$ cat src/rtl/gray_counter.sv
// Registered up/down counter presenting both the binary count and its Gray
// encoding, with binary or Gray-coded synchronous load and wrap/saturate ends.
module gray_counter #(
    parameter int WIDTH     = 4,
    parameter bit WRAP_MODE = 1'b1
) (
    input  logic             clk,
    input  logic             rst_n,
    input  logic             en,
    input  logic             up_dn,
    input  logic             load,
    input  logic             load_gray,
    input  logic [WIDTH-1:0] load_val,
    output logic [WIDTH-1:0] bin_out,
    output logic [WIDTH-1:0] gray_out,
    output logic             wrap
);

    localparam logic [WIDTH-1:0] ONE     = {{(WIDTH-1){1'b0}}, 1'b1};
    localparam logic [WIDTH-1:0] ALL_ONE = '1;
    localparam logic [WIDTH-1:0] ZERO    = '0;

    logic [WIDTH-1:0] load_bin;
    logic [WIDTH-1:0] bin_nxt;
    logic             wrap_nxt;
    logic             at_max;
    logic             at_min;

    function automatic logic [WIDTH-1:0] gray_to_bin(input logic [WIDTH-1:0] g);
        logic [WIDTH-1:0] b;
        b[WIDTH-1] = g[WIDTH-1];
        for (int i = WIDTH - 2; i >= 0; i--) begin
            b[i] = b[i+1] ^ g[i];
        end
        return b;
    endfunction

    assign load_bin = load_gray ? gray_to_bin(load_val) : load_val;
    assign at_max   = (bin_out == ALL_ONE);
    assign at_min   = (bin_out == ZERO);

    always_comb begin
        bin_nxt  = bin_out;
        wrap_nxt = 1'b0;
        if (load) begin
            bin_nxt = load_bin;
        end else if (en) begin
            if (up_dn) begin
                if (!at_max) begin
                    bin_nxt = bin_out + ONE;
                end else if (WRAP_MODE) begin
                    bin_nxt  = ZERO;
                    wrap_nxt = 1'b1;
                end
            end else begin
                if (!at_min) begin
                    bin_nxt = bin_out - ONE;
                end else if (WRAP_MODE) begin
                    bin_nxt  = ALL_ONE;
                    wrap_nxt = 1'b1;
                end
            end
        end
    end

    // Gray is encoded from the next count so both outputs change on the same edge.
    always_ff @(posedge clk) begin
        if (!rst_n) begin
            bin_out  <= ZERO;
            gray_out <= ZERO;
            wrap     <= 1'b0;
        end else begin
            bin_out  <= bin_nxt;
            gray_out <= bin_nxt ^ (bin_nxt >> 1);
            wrap     <= wrap_nxt;
        end
    end

endmodule
$ cat config.mk
export PLATFORM = sky130hd
export DESIGN_NAME = gray_counter
export DESIGN_NICKNAME = d
export VERILOG_FILES = /design/src/rtl/gray_counter.sv
export SDC_FILE = /design/constraint.sdc
export NUM_CORES = 1
export LEC_CHECK = 0
export CAP_MARGIN = 20
export CORE_UTILIZATION = 38
export DETAILED_ROUTE_END_ITERATION = 12
export GPL_TIMING_DRIVEN = 0
export PLACE_DENSITY = 0.72
export RECOVER_POWER = 100
export SYNTH_ARGS = -nofsm -noshare
export SYNTH_HDL_FRONTEND = slang
export SYNTH_SLANG_ARGS = --single-unit
$ cat constraint.sdc
create_clock -name clk -period 1.92 [get_ports clk]
set_clock_uncertainty 0.15 [all_clocks]
set_input_delay 0.384 -clock clk [delete_from_list [all_inputs] [get_ports clk]]
set_output_delay 0.384 -clock clk [all_outputs]
set_load 0.03 [all_outputs]
==> out/results.txt <==
Final Slew Violations = 0
post-synthesis simple-gate area fraction = 21.4%
PwrDens = 654 nW/um^2
CTS tree = yes
Cell Area, Synth = 554 um^2
first-pass GRT wire length = 2010 um
maxcap violations = 0
largest net degree at the start of global routing = 11
final setup fails = 2
vias in the first global route = 471
crit path kind = reg2reg
# diodes = 0
Reg clk slew, reported paths = 0.05 ns
total CTS buffers = 3
Sum Neg Setup Slack = -0.108 ns
sum of routed wire segments on met1 = 618 um
Pleak = 0.349 nW
sequential element share of the synthesized area = 28.9%
Die Span X = 40.2 um
Post-Synth Adder-Cell Area = 4.51%
Slew Limit Headroom = 75.8%
Hold WS = 0.413 ns
Initial Utilization = 41.6%
Synth Flop Type = dfxtp_1
final wirelength = 1300 um
Core ar. = 1330 um^2
drt drc = 0
met3 WL = 59 um
top achievable clock speed = 504 MHz
Final nets = 104
wire length on met2 = 622 um
Worst-Skew Late Latency = 0.24 ns
highest metal used = met3
Hold Path Class = in2reg
Layout Area Growth over Synthesis = 54.9%
CP arrival = 1.97 ns
Synth Area in Compound Gates = 23.3%
Final period util = 103%
top area cells in the synthesized netlist = dfxtp_1, xnor2_1, a211oi_1, ha_1, nor2_1
Crit. End Element = flop
run status = finished with violations
CTS root buf = clkbuf_4
Hold-fix buffers, CTS = 0
RSZ-0062 raised after global routing = yes
deepest clock path buffer count = 2
CP max FO = 8
YS warnings = 0
# IOs = 19
asr flop ratio synth = 0%
vias per cell = 5.35
initial antenna violation count = 0
top-count cell post-synth = dfxtp_1
Sink Count = 8
filler cell count in the final layout = 119
Tmin final = 1.98 ns
share of cells above drive strength 1 = 32.2%
syn avg cell area = 8.27 um^2
DP Area = 771 um^2
Post-synth EDFFs = 0
DR WL/cell = 12.4 um
1st-iter DRT viols = 14
failing checks = negative setup slack
Mapped Nets = 79
Total GRT Usage = 18.2%
number of placement rows = 13
Syn Inst Count = 67
multiplexer area fraction after synthesis = 8.58%
main combinational cell family by area after synthesis = compound AO/OA/AOI/OAI gates
Die Y = 40.2 um
slew of the pin with the lowest slew margin = 0.363 ns
CP required = 1.90 ns
vias = 562
GP Congestion = 0.825
post-synth top area share = 28.9%
crit path from = bin_out[2]$_SDFF_PN0_
Worst VDD drop = 0.000259 V
dominant cell type by area after synthesis = dfxtp_1
Post-synth top cells = dfxtp_1, nor2_1, inv_1
first-pass detailed-route iteration total = 4
grt ovf = 0
setup slack after layout = -0.0636 ns
input/output buffers = 16
DP Wirelength = 881 um
Synth Register Bits = 8
H-Tree Level Count = 1
Critical Path Start Type = flop
Final Hold Viols = 0
Post-Synth XOR/XNOR Area = 6.32%
hold_sp = load
count of different cell masters after synthesis = 36
reg-to-reg startpoint = bin_out[2]$_SDFF_PN0_
die area = 1620 um^2
antenna viol nets, final = 0
final instance area = 858 um^2
## cells by family (layout without fill, tap and decap cells)
group | after synthesis | count (layout)
XOR/XNOR | 4 | 4
AO/OA/AOI/OAI | 18 | 18
buffers and inverters | 9 | 32
AND/OR/NAND/NOR | 22 | 22
flip-flops | 8 | 8
adder cells (fa/ha/maj) | 2 | 2
multiplexers | 4 | 4
## cells in the final DEF, fill, tap and decap left out, types with 2 or more instances in the layout
| cell type | count |
|---|---|
| a31oi_1 | 2 |
| nand3_1 | 4 |
| o21ai_0 | 2 |
| mux2_4 | 2 |
| dlygate4sd3_1 | 4 |
| inv_4 | 2 |
| nand2b_1 | 2 |
| dfxtp_4 | 2 |
| a211oi_2 | 3 |
| xnor2_1 | 3 |
| clkdlybuf4s50_1 | 7 |
| inv_1 | 3 |
| clkbuf_1 | 2 |
| dlygate4sd2_1 | 3 |
| nor2_1 | 6 |
| buf_4 | 6 |
| dfxtp_1 | 5 |
| clkbuf_4 | 3 |
## worst max-delay path, cell delays in order (launching register included)
cell	delay, ns
dfxtp_2	0.41
inv_2	0.06
or4_1	0.52
a311oi_2	0.33
a211oi_2	0.10
mux2_4	0.31
## power breakdown
group	total, W	internal [W]	switching, W
Combinational	0.000235	0.000116	0.000119
Sequential	0.000204	0.000184	0.0000191
Clock	0.000123	0.0000712	0.0000520
## stage by stage
stage,power [W],util [%],cells,setup slack [ns]
global route,0.000598,64.4,105,-0.128
CTS,0.000553,62.9,105,-0.0882
detailed placement,0.000417,57.8,98,-0.383
finish,0.000562,64.4,105,-0.0636
floorplan,0.000343,-,67,-0.0633
global placement,0.000414,57.8,98,-0.378
## sequential cells by signal, indices dropped and copies added, names as in the netlist
name      flops
wrap          1
bin_out       4
gray_out      3
## routing by layer
layer  vias to the layer above  global-route usage, %
li1                        292                      -
met1                       251                   25.7
met2                        19                   29.0
met3                         0                   1.67
met4                         0                   5.00
met5                         -                      0
## worst paths after layout
path                            end  depth (start not counted)  slack [ns]
max          gray_out[2]$_SDFF_PN0_                          5       -0.06
min           bin_out[2]$_SDFF_PN0_                          3        0.41
max reg2reg  gray_out[2]$_SDFF_PN0_                          5       -0.06
min reg2reg         wrap$_SDFF_PP0_                          3        0.54
## layout make-up
cell class                      instances  area, um^2  share of cell area (%)
Multi-Input combinational cell         50         427                    49.7
Buffer                                  3        16.3                    1.90
Sequential cell                         8         169                    19.7
Tap cell                               15        18.8                    2.19
Clock buffer                            3        22.5                    2.62
Inverter                                6        27.5                    3.21
Timing Repair Buffer                   20         178                    20.7
## repair_timing
action	in CTS	in global routing
resized for setup	9	7
pin swaps	2	3
endpoints found under the setup margin	4	3
setup buffers	4	0
Power figures use the tool's default switching activity.
